`src/rtl/sonar_pkg.sv`:
```
// Shared constants for the sonar echo detector: register map, FSM states, CONTROL bits.
// Latency: none (declarations only).
// Backpressure: not applicable.
package sonar_pkg;

    // Register addresses on the 16-bit management bus
    localparam logic [3:0] ADR_CONTROL   = 4'd0;
    localparam logic [3:0] ADR_STATUS    = 4'd1;
    localparam logic [3:0] ADR_THRESHOLD = 4'd2;
    localparam logic [3:0] ADR_HOLD      = 4'd3;
    localparam logic [3:0] ADR_TIMEOUT   = 4'd4;
    localparam logic [3:0] ADR_TIMER     = 4'd5;
    localparam logic [3:0] ADR_CH_MASK   = 4'd6;
    localparam logic [3:0] ADR_TOF0      = 4'd8;

    // CONTROL register bit positions
    localparam int CTL_EN      = 0;
    localparam int CTL_MAN     = 1;
    localparam int CTL_MAN_STB = 2;
    localparam int CTL_SW_CLR  = 3;

    // Ping-window state; encoding is visible in STATUS[1:0]
    typedef enum logic [1:0] {
        ST_IDLE    = 2'd0,
        ST_RUN     = 2'd1,
        ST_DONE    = 2'd2,
        ST_TIMEOUT = 2'd3
    } state_t;

endpackage

```
`src/rtl/echo_channel.sv`:
```
// One detector channel: rectify, moving average, persistence count, first-echo TOF capture.
// Latency: det/tof update on the clock edge that samples stb; hit is the same-cycle detect.
// Backpressure: none; a sample is consumed on every stb, clr discards the concurrent sample.
module echo_channel
    import sonar_pkg::*;
#(
    parameter int DW       = 16,
    parameter int MAF_LOG2 = 3,
    parameter int TW       = 16
) (
    input  logic          clk,
    input  logic          rst_n,
    input  logic          stb,
    input  logic          clr,
    input  logic          arm,
    input  logic [DW-1:0] pcm,
    input  logic [DW-1:0] threshold,
    input  logic [7:0]    hold,
    input  logic [TW-1:0] timer,
    output logic          hit,
    output logic          det,
    output logic [TW-1:0] tof
);

    localparam int DEPTH = 1 << MAF_LOG2;
    localparam int SW    = DW + MAF_LOG2;

    logic [DW-1:0] win [DEPTH];
    logic [SW-1:0] sum_q;
    logic [SW-1:0] sum_nxt;
    logic [DW-1:0] mag;
    logic [DW-1:0] avg;
    logic [7:0]    run_q;
    logic [7:0]    run_nxt;
    logic [7:0]    hold_eff;

    // Rectify, update running sum and run count for the sample on the input now
    always_comb begin
        mag = pcm;
        if (pcm[DW-1]) begin
            // Most negative code has no positive twin; clamp to the largest positive value
            if (pcm == {1'b1, {(DW-1){1'b0}}})
                mag = {1'b0, {(DW-1){1'b1}}};
            else
                mag = -pcm;
        end
        sum_nxt  = sum_q + SW'(mag) - SW'(win[DEPTH-1]);
        avg      = sum_nxt[SW-1:MAF_LOG2];
        run_nxt  = (avg > threshold) ? ((run_q == 8'hFF) ? run_q : run_q + 8'd1) : 8'd0;
        hold_eff = (hold == 8'd0) ? 8'd1 : hold;
        hit      = stb & arm & ~clr & ~det & (run_nxt >= hold_eff);
    end

    // Window, sum, run count and first-echo capture; clear beats a concurrent strobe
    always_ff @(posedge clk or negedge rst_n) begin
        if (!rst_n) begin
            for (int i = 0; i < DEPTH; i++) win[i] <= '0;
            sum_q <= '0;
            run_q <= '0;
            det   <= 1'b0;
            tof   <= '0;
        end else if (clr) begin
            for (int i = 0; i < DEPTH; i++) win[i] <= '0;
            sum_q <= '0;
            run_q <= '0;
            det   <= 1'b0;
            tof   <= '0;
        end else if (stb) begin
            win[0] <= mag;
            for (int i = 1; i < DEPTH; i++) win[i] <= win[i-1];
            sum_q <= sum_nxt;
            run_q <= run_nxt;
            if (hit) begin
                det <= 1'b1;
                tof <= timer;
            end
        end
    end

endmodule

```
`src/rtl/sonar_echo_detect.sv`:
```
// Multi-channel sonar echo detector: register bank, strobe mux, ping timer/FSM, IRQ.
// Latency: cmp/state/irq one clock after stb; bus ack one clock after an accepted request.
// Backpressure: bus master sees ack every other cycle when holding valid; PCM is never stalled.
module sonar_echo_detect
    import sonar_pkg::*;
#(
    parameter int N_CH     = 4,
    parameter int DW       = 16,
    parameter int MAF_LOG2 = 3,
    parameter int TW       = 16
) (
    input  logic               wb_clk_i,
    input  logic               wb_rst_ni,
    input  logic               wb_valid_i,
    input  logic [3:0]         wbs_adr_i,
    input  logic [15:0]        wbs_dat_i,
    input  logic               wbs_strb_i,
    output logic               wbs_ack_o,
    output logic [15:0]        wbs_dat_o,
    input  logic               ce_pcm,
    input  logic [N_CH*DW-1:0] pcm_i,
    input  logic               mclear,
    output logic [N_CH-1:0]    cmp_o,
    output logic               done_o,
    output logic               timeout_o,
    output logic               irq_o
);

    logic            ctl_en;
    logic            ctl_man;
    logic            ctl_man_stb;
    logic            ctl_sw_clr;
    logic [DW-1:0]   thr_q;
    logic [7:0]      hold_q;
    logic [TW-1:0]   tmo_q;
    logic [TW-1:0]   timer_q;
    logic [TW-1:0]   timer_inc;
    logic [N_CH-1:0] mask_q;
    state_t          state_q;
    state_t          state_nxt;
    logic            irq_nxt;
    logic            all_det;

    logic [N_CH-1:0] arm;
    logic [N_CH-1:0] hit;
    logic [N_CH-1:0] det;
    logic [TW-1:0]   tof [N_CH];

    logic            stb;
    logic            clr;
    logic            acc;
    logic            wr;
    logic [15:0]     rd_dat;

    assign stb = ctl_man ? ctl_man_stb : ce_pcm;
    assign clr = (mclear | ctl_sw_clr) & ctl_en;
    // A request is taken only while ack is low, which gives the every-other-cycle cadence
    assign acc = wb_valid_i & ~wbs_ack_o;
    assign wr  = acc & wbs_strb_i;
    assign arm = {N_CH{ctl_en && (state_q == ST_RUN)}} & mask_q;

    for (genvar c = 0; c < N_CH; c++) begin : g_ch
        echo_channel #(
            .DW       (DW),
            .MAF_LOG2 (MAF_LOG2),
            .TW       (TW)
        ) u_ch (
            .clk       (wb_clk_i),
            .rst_n     (wb_rst_ni),
            .stb       (stb),
            .clr       (clr),
            .arm       (arm[c]),
            .pcm       (pcm_i[c*DW +: DW]),
            .threshold (thr_q),
            .hold      (hold_q),
            .timer     (timer_q),
            .hit       (hit[c]),
            .det       (det[c]),
            .tof       (tof[c])
        );
    end

    assign cmp_o = det;

    // Register writes; sw_clr is a one-cycle pulse unless rewritten
    always_ff @(posedge wb_clk_i or negedge wb_rst_ni) begin
        if (!wb_rst_ni) begin
            ctl_en      <= 1'b0;
            ctl_man     <= 1'b0;
            ctl_man_stb <= 1'b0;
            ctl_sw_clr  <= 1'b0;
            thr_q       <= '0;
            hold_q      <= '0;
            tmo_q       <= '0;
            mask_q      <= '1;
        end else begin
            ctl_sw_clr <= 1'b0;
            if (wr) begin
                case (wbs_adr_i)
                    ADR_CONTROL: begin
                        ctl_en      <= wbs_dat_i[CTL_EN];
                        ctl_man     <= wbs_dat_i[CTL_MAN];
                        ctl_man_stb <= wbs_dat_i[CTL_MAN_STB];
                        ctl_sw_clr  <= wbs_dat_i[CTL_SW_CLR];
                    end
                    ADR_THRESHOLD: thr_q  <= DW'(wbs_dat_i);
                    ADR_HOLD:      hold_q <= wbs_dat_i[7:0];
                    ADR_TIMEOUT:   tmo_q  <= TW'(wbs_dat_i);
                    ADR_CH_MASK:   mask_q <= N_CH'(wbs_dat_i);
                    default: ;
                endcase
            end
        end
    end

    // Read mux; unmapped addresses and unused bits read as zero
    always_comb begin
        rd_dat = '0;
        case (wbs_adr_i)
            ADR_CONTROL: begin
                rd_dat[CTL_EN]      = ctl_en;
                rd_dat[CTL_MAN]     = ctl_man;
                rd_dat[CTL_MAN_STB] = ctl_man_stb;
                rd_dat[CTL_SW_CLR]  = ctl_sw_clr;
            end
            ADR_STATUS:    rd_dat = {8'(det), 6'd0, state_q};
            ADR_THRESHOLD: rd_dat = 16'(thr_q);
            ADR_HOLD:      rd_dat = {8'd0, hold_q};
            ADR_TIMEOUT:   rd_dat = 16'(tmo_q);
            ADR_TIMER:     rd_dat = 16'(timer_q);
            ADR_CH_MASK:   rd_dat = 16'(mask_q);
            default:       rd_dat = '0;
        endcase
        for (int c = 0; c < N_CH; c++) begin
            if (wbs_adr_i == ADR_TOF0 + 4'(c)) rd_dat = 16'(tof[c]);
        end
    end

    // Bus response: data is captured before the write at the same edge takes effect
    always_ff @(posedge wb_clk_i or negedge wb_rst_ni) begin
        if (!wb_rst_ni) begin
            wbs_ack_o <= 1'b0;
            wbs_dat_o <= '0;
        end else begin
            wbs_ack_o <= acc;
            wbs_dat_o <= acc ? rd_dat : 16'd0;
        end
    end

    // Next-state logic; DONE is checked before TIMEOUT so a late last echo still wins
    always_comb begin
        timer_inc = (timer_q == '1) ? timer_q : timer_q + 1'b1;
        all_det   = (mask_q != '0) && ((mask_q & ~(det | hit)) == '0);
        state_nxt = state_q;
        irq_nxt   = 1'b0;
        if (!ctl_en) begin
            state_nxt = ST_IDLE;
        end else if (clr) begin
            state_nxt = ST_RUN;
        end else if ((state_q == ST_RUN) && stb) begin
            if (all_det) begin
                state_nxt = ST_DONE;
                irq_nxt   = 1'b1;
            end else if ((tmo_q != '0) && (timer_inc == tmo_q)) begin
                state_nxt = ST_TIMEOUT;
                irq_nxt   = 1'b1;
            end
        end
    end

    // State, timer and registered status outputs
    always_ff @(posedge wb_clk_i or negedge wb_rst_ni) begin
        if (!wb_rst_ni) begin
            state_q   <= ST_IDLE;
            timer_q   <= '0;
            done_o    <= 1'b0;
            timeout_o <= 1'b0;
            irq_o     <= 1'b0;
        end else begin
            state_q   <= state_nxt;
            done_o    <= (state_nxt == ST_DONE);
            timeout_o <= (state_nxt == ST_TIMEOUT);
            irq_o     <= irq_nxt;
            if (!ctl_en || clr)
                timer_q <= '0;
            else if ((state_q == ST_RUN) && stb)
                timer_q <= timer_inc;
        end
    end

endmodule

```
`config.mk`:
```
export PLATFORM = sky130hd
export DESIGN_NAME = sonar_echo_detect
export DESIGN_NICKNAME = d
export VERILOG_FILES = /design/src/rtl/sonar_pkg.sv /design/src/rtl/echo_channel.sv /design/src/rtl/sonar_echo_detect.sv
export SDC_FILE = /design/constraint.sdc
export NUM_CORES = 2
export LEC_CHECK = 0
export CAP_MARGIN = 20
export CORE_AREA = 2 2 324 326
export DETAILED_ROUTE_END_ITERATION = 8
export DIE_AREA = 0 0 326 328
export GPL_TIMING_DRIVEN = 1
export PLACE_DENSITY = 0.55
export SYNTH_ARGS = -nofsm -noshare
export SYNTH_HDL_FRONTEND = slang
export SYNTH_SLANG_ARGS = --single-unit
```
`constraint.sdc`:
```
create_clock -name wb_clk_i -period 5.85 [get_ports wb_clk_i]
set_clock_uncertainty 0.15 [all_clocks]
set_input_delay 0.585 -clock wb_clk_i [delete_from_list [all_inputs] [get_ports wb_clk_i]]
set_output_delay 0.585 -clock wb_clk_i [all_outputs]
set_load 0.01 [all_outputs]
```
Word level (Yosys, flattened, before mapping)
Index checks and enable logic that the tools add are counted.
{"block": "totals", "regBits": 774, "out_inout_bits": 24, "word_cells": 255, "inputBits": 90}
{"block": "classes", "bitwise": 30, "n_mux": 88, "n_lt_le_gt_ge": 8, "reduce_logical": 26, "n_addsub": 17, "eq_ne": 23}
{"operator": "two-way mux 128 bit", "n": 8}
{"operator": "two-way mux 16 bit", "n": 28}
{"operator": "two-way mux 19 bit", "n": 8}
{"operator": "two-way mux 8 bit", "n": 17}
{"operator": "equality test 16 bit, second input constant", "n": 5}
{"operator": "adder 19 x 16 -> 19 bit", "n": 4}
{"operator": "subtractor 19 x 16 -> 19 bit", "n": 4}
{"operator": "> comparator 16 bit", "n": 4}
{"operator": "negation 16 bit", "n": 4}
{"operator": "one-hot mux 12 bit (5 select lines)", "n": 1}
{"operator": "adder 8 x 1 -> 8 bit, second input constant", "n": 4}
{"operator": "equality test 8 bit, second input constant", "n": 4}
{"operator": ">= comparator 8 bit", "n": 4}
{"operator": "one-hot mux 4 bit (7 select lines)", "n": 1}
{"operator": "two-way mux 1 bit", "n": 20}
{"operator": "bitwise AND 1 bit", "n": 19}
{"operator": "AND reduction 2 bit", "n": 9}
{"operator": "adder 16 x 1 -> 16 bit, second input constant", "n": 1}
{"operator": "equality test 16 bit", "n": 1}
{"operator": "equality test 4 bit, second input constant", "n": 4}
{"operator": "nonzero test 16 bit", "n": 1}
{"operator": "equality test 4 x 3 -> 1 bit, second input constant", "n": 3}
{"operator": "nonzero test 2 bit", "n": 6}
{"operator": "two-way mux 2 bit", "n": 5}
{"operator": "15 further kinds", "n": 27}

Logic depth before layout (Yosys ltp)
{"block": "depth", "ltp_word": 19, "mapped_depth": 40, "ltp_nobuf": 39}

Cells and area by module
A second synthesis with hierarchy kept.
{"block": "hier_totals", "hier_cells": 4424, "hier_area_um2": 44104.8}
{"module": "echo_channel at g_ch[1].u_ch", "n_inst": 1, "seq_area_each_um2": 4304.1, "cells_each": 993, "area_each_um2": 9826.9}
{"module": "echo_channel at g_ch[3].u_ch", "n_inst": 1, "seq_area_each_um2": 4304.1, "cells_each": 967, "area_each_um2": 9678.0}
{"module": "echo_channel at g_ch[2].u_ch", "n_inst": 1, "seq_area_each_um2": 4304.1, "cells_each": 959, "area_each_um2": 9625.5}
{"module": "echo_channel at g_ch[0].u_ch", "n_inst": 1, "seq_area_each_um2": 4304.1, "cells_each": 960, "area_each_um2": 9589.2}
{"module": "sonar_echo_detect", "n_inst": 1, "seq_area_each_um2": 2157.1, "cells_each": 545, "area_each_um2": 5385.2}

Least setup slack after synthesis
OpenSTA, ideal clock, no wires.
{"block": "synth_path", "path_type": "input -> register", "start": "input port pcm_i[16]", "end": "register g_ch[1].u_ch.tof[6]", "setup_ns": 0.132, "cell_stages": 39, "required_time_ns": 5.568, "arrival_ns": 8.061, "path_buffers": 4, "setup_slack_ns": -2.493, "path_cell_list": "inv_1 -> ha_1 -> nand2b_1 -> or4_1 -> or4_1 -> or2_1 -> buf_2 -> nand2_1 -> fa_1 -> ha_1 -> a21o_1 -> o32a_1 -> o41ai_2 -> o21bai_1 -> a21oi_1 -> nor2b_1 -> o21ai_0 -> nor2b_1 -> [3 not listed] -> a21o_1 -> a21oi_1 -> nor2b_1 -> o21ai_0 -> nand2_1 -> o21ai_0 -> clkbuf_1 -> nor2_1 -> ha_1 -> a21o_1 -> a211oi_1 -> or3_1 -> a21oi_1 -> and3_1 -> buf_2 -> buf_2 -> mux2i_1 -> nor2_1"}
{"block": "synth_between", "elab_chain_cells": 11, "word_cells_on_any_way": 12, "cone_classes": "add/sub: 3; order compare: 2; eq/ne: 1; mux: 3; bitwise: 1; reduce/logical: 2"}
{"element": "start: declaration", "line_no": "sonar_echo_detect.sv:21", "rtl": "input logic [N_CH*DW-1:0] pcm_i,"}
{"element": "negation 16 bit or equality test 16 bit (tied branches)", "line_no": "echo_channel.sv:45, echo_channel.sv:42"}
{"element": "two-way mux 16 bit", "line_no": "echo_channel.sv:42", "rtl": "if (pcm == {1'b1, {(DW-1){1'b0}}})"}
{"element": "two-way mux 16 bit (*)", "line_no": "echo_channel.sv:40", "rtl": "if (pcm[DW-1]) begin"}
{"element": "adder 19 x 16 -> 19 bit (*)", "line_no": "echo_channel.sv:47", "rtl": "sum_nxt = sum_q + SW'(mag) - SW'(win[DEPTH-1]);"}
{"element": "subtractor 19 x 16 -> 19 bit (*)", "line_no": "echo_channel.sv:47"}
{"element": "> comparator 16 bit (*)", "line_no": "echo_channel.sv:49", "rtl": "run_nxt = (avg > threshold) ? ((run_q == 8'hFF) ? run_q : run_q + 8'd1) : 8'd0;"}
{"element": "two-way mux 8 bit (*)", "line_no": "echo_channel.sv:49"}
{"element": ">= comparator 8 bit (*)", "line_no": "echo_channel.sv:51", "rtl": "hit = stb & arm & ~clr & ~det & (run_nxt >= hold_eff);"}
{"element": "bitwise AND 1 bit (*)", "line_no": "echo_channel.sv:51"}
{"element": "nonzero test 2 bit (no line) (*)"}
{"element": "AND reduction 2 bit (no line) (*)"}
{"element": "end signal: assignment", "line_no": "echo_channel.sv:75", "rtl": "tof <= timer;"}
{"element": "end: declaration", "line_no": "echo_channel.sv:22", "rtl": "output logic [TW-1:0] tof"}
Every way passes the cells marked *; elsewhere a longest branch is shown, timed or not.
A chain may end at the register's enable or synchronous reset.

Final worst setup path
{"block": "layout_path", "start": "input port pcm_i[17]", "end": "register g_ch[1].u_ch.tof[6]"}
The elaborated chain is that of the path after synthesis.

==> impl_metrics.ini <==
[sta]
min_period_ns = 7.21
layout_setup_ws_ns = -1.36
final.setup.tns_ns = -84.22
drv_slew = 0
finalSetupViolCount = 78
rsz0062_at_grt = true
timing.slew.headroom_pct = 27.7
hold_slack_ns = 0.162
tightest_slew_ns = 1.09
max_freq_mhz = 139
period_share_pct = 123
timing_hold_violations_final = 0

[power_and_ir_drop]
powerDensity_nw_per_um2 = 579
peakVddDrop_v = 0.000281
power_leakage_nw = 22.7
p_total_mw = 29.6

[clock_tree]
cts_tree = yes
path_clk_slew_ns = 0.06
cts_buffers = 89
cts.sinks = 774
clockBufferDepth = 3
htreeDepth = 3
insertion_delay_ns = 0.67
cts_root_buffer = clkbuf_16

[outcome]
violations = negative setup slack
status = finished with violations

[yosys]
yosysUniqueCellTypes = 88
yosys_warnings = 0
synth_seq_cells = 774
synth_area_um2 = 41100
syn_nets = 4989
synth.largest_area_cell = dfrtp_1
synth-main-ff-cell = dfrtp_1
ys_top_cells_by_area = dfrtp_1 (47%), nand2_1 (11%), a21oi_1 (8.0%), ha_1 (5.5%), fa_1 (3.1%)
async_flop_share_pct = 100
yosysSeqAreaShare_pct = 47.1
netlist.area_leader.share_pct = 46.8
synth_cells = 4654
synth_edf_count = 0
synth_area_per_cell_um2 = 8.84

[critical_path]
end_kind = register
startpoint_type = primary input
crit_top_cell = a21o_1
critPathKind = in -> reg
slowest_delay_ns = 0.46
cp.required_ns = 6.22
rrSetupSlack_ns = -0.42
r2r-start = g_ch[1].u_ch.win[1]$_DFFE_PN0P_
r2r_end = g_ch[1].u_ch.tof[6]$_DFFE_PN0P_
crit_slowest_cell = or4_4
crit_fanout = 8
arrival_ns = 7.58
r2r_cells = 33

[floorplan]
start_util_pct = 39.9
row_count = 118
die_area_um2 = 107000
die_h_um = 328
pin_count = 114
die_x_um = 326
core_um2 = 103000

[route]
first_pass_iters = 5
drt-wirelength-per-cell_um = 16.8
first_iter_violations = 2910
drtAntennaViolNets = 0
via_per_inst = 5.18
wirelength_um = 109000
drc = 0
num_vias = 33700

[finish]
area_delta_synth_final_pct = 24.2
final_cell_mix = nand2_1 (1201), dfrtp_1 (770), a21oi_1 (633), buf_4 (440), nor2_1 (258)
final_area_um2 = 51100
mostFrequentLayoutCell = nand2_1
nFillCells = 9745
nNetsFinal = 5385
layout-drive-gt1-share_pct = 17.6
final_core_util_pct = 49.5

[global_routing]
antenna_found_initial = 1
first_global_vias = 32800
grt_max_degree = 230
grt.total_usage_pct = 20.3
globalRouteOverflowTotal = 0
grt_pass1_wl_um = 178000

[worst_hold_path]
holdPathStages = 4
hold_start = pcm_i[16]
hold_path_end = g_ch[1].u_ch.win[112]$_DFFE_PN0P_
hp-class = in -> reg

[run]
cap_violations = 0

[place]
dpl-instance-area_um2 = 46600
hpwl_um = 69500
io_buffers = 113
place_congestion = 0.872
==> critical path, delay by kind of cell <==
kind,cells,cell delay [ns]
simple gates,13,2.46
mux,1,0.21
fa+ha+maj,5,1.33
xor+xnor,1,0.11
compound gates,14,2.22
buf+inv,5,0.60
==> synth_stat cells, types with 5 or more instances <==
library cell	n
a22oi_1	25
or4_1	11
a21o_1	34
nor2b_1	32
nor2_1	281
o221ai_1	7
buf_1	13
o21bai_1	10
xor2_1	69
nor4_1	15
buf_4	5
a31oi_1	34
o31a_1	5
dfrtp_1	770
nand4_1	30
buf_2	11
and3_1	32
o31ai_1	25
mux2_2	35
nand3b_1	7
o41ai_1	6
inv_1	152
o311ai_0	6
a22o_1	13
ha_1	181
o21a_1	25
fa_1	64
nor3_1	67
a311oi_1	11
nor3b_1	5
a211oi_1	19
mux2i_1	90
and2_1	8
o21ai_0	122
xnor2_1	79
nand2_1	1233
or2_2	5
a21oi_1	660
clkbuf_1	251
nand3_1	64
or3_1	18
nand2b_1	28
o211ai_1	9
==> sequential cells by signal, indices dropped and copies added, names as in the netlist, 2 cells and up <==
name             flops
g_ch.u_ch.tof       64
g_ch.u_ch.run_q     32
mask_q               4
wbs_dat_o           16
g_ch.u_ch.win      512
hold_q               8
tmo_q               16
state_q              2
g_ch.u_ch.sum_q     76
thr_q               16
g_ch.u_ch.det        4
timer_q             16
==> power breakdown <==
| group | switching (mW) | leakage, nW | internal, mW | total, mW |
|---|---|---|---|---|
| Clock | 2.32 | 1.45 | 3.38 | 5.70 |
| Combinational | 8.05 | 11.1 | 8.37 | 16.4 |
| Sequential | 0.792 | 10.1 | 6.66 | 7.45 |
| Total | 11.2 | 22.7 | 18.4 | 29.6 |
==> metal layers <==
metal,global-route usage (%),share of wire [%],up-vias
met4,6.26,2.5,0
li1,-,-,16500
met2,31.6,45,602
met5,0,0,-
met3,2.81,4.2,157
met1,29.3,48,16400
==> metrics by stage <==
step | worst slack [ns] | std cells
finish | -1.36 | 6502
global route | -1.72 | 6501
CTS | -1.39 | 6482
detailed placement | -2.78 | 6271
global placement | -2.72 | 6270
floorplan | -1.88 | 4654
==> area by class of cell <==
class,count,area [um2],area share (%)
Timing Repair Buffer,587,4990,9.78
Inverter,153,618,1.21
Tap cell,1380,1730,3.38
Sequential cell,774,19400,37.9
Antenna cell,1,2.50,0.00490
Multi-Input combinational cell,3445,21400,41.9
Clock inverter,32,429,0.840
Clock buffer,130,2540,4.98
==> worst max-delay path by stage <==
stage,start,to,cells after the start
6_report,pcm_i[17],g_ch[1].u_ch.tof[6]$_DFFE_PN0P_,39
5_1_grt,pcm_i[17],g_ch[1].u_ch.tof[6]$_DFFE_PN0P_,39
4_1_cts,pcm_i[18],g_ch[1].u_ch.tof[6]$_DFFE_PN0P_,38
3_5_place_dp,pcm_i[17],g_ch[1].u_ch.tof[6]$_DFFE_PN0P_,41
3_3_place_gp,pcm_i[17],g_ch[1].u_ch.tof[5]$_DFFE_PN0P_,36
2_1_floorplan,pcm_i[17],timeout_o$_DFF_PN0_,37
==> timing repair <==
item                       CTS  global route
gates cloned                 2             2
setup endpoints to repair  103           105
pin swaps                   91           100
buffers inserted            46            17
hold buffers                 1             0
hold endpoints to repair    72             0
resized for setup          146           129
==> cell families after synthesis <==
logic type | share of synthesized area (%)
and+or+nand+nor | 18.9
AOI/OAI and AO/OA | 15.0
DFF | 47.1
buffers and inverters | 4.08
adders and majority gates | 8.62
xor gates and xnor gates | 3.15
muxes | 3.15
Note: power is estimated with default switching activity, not from simulation.
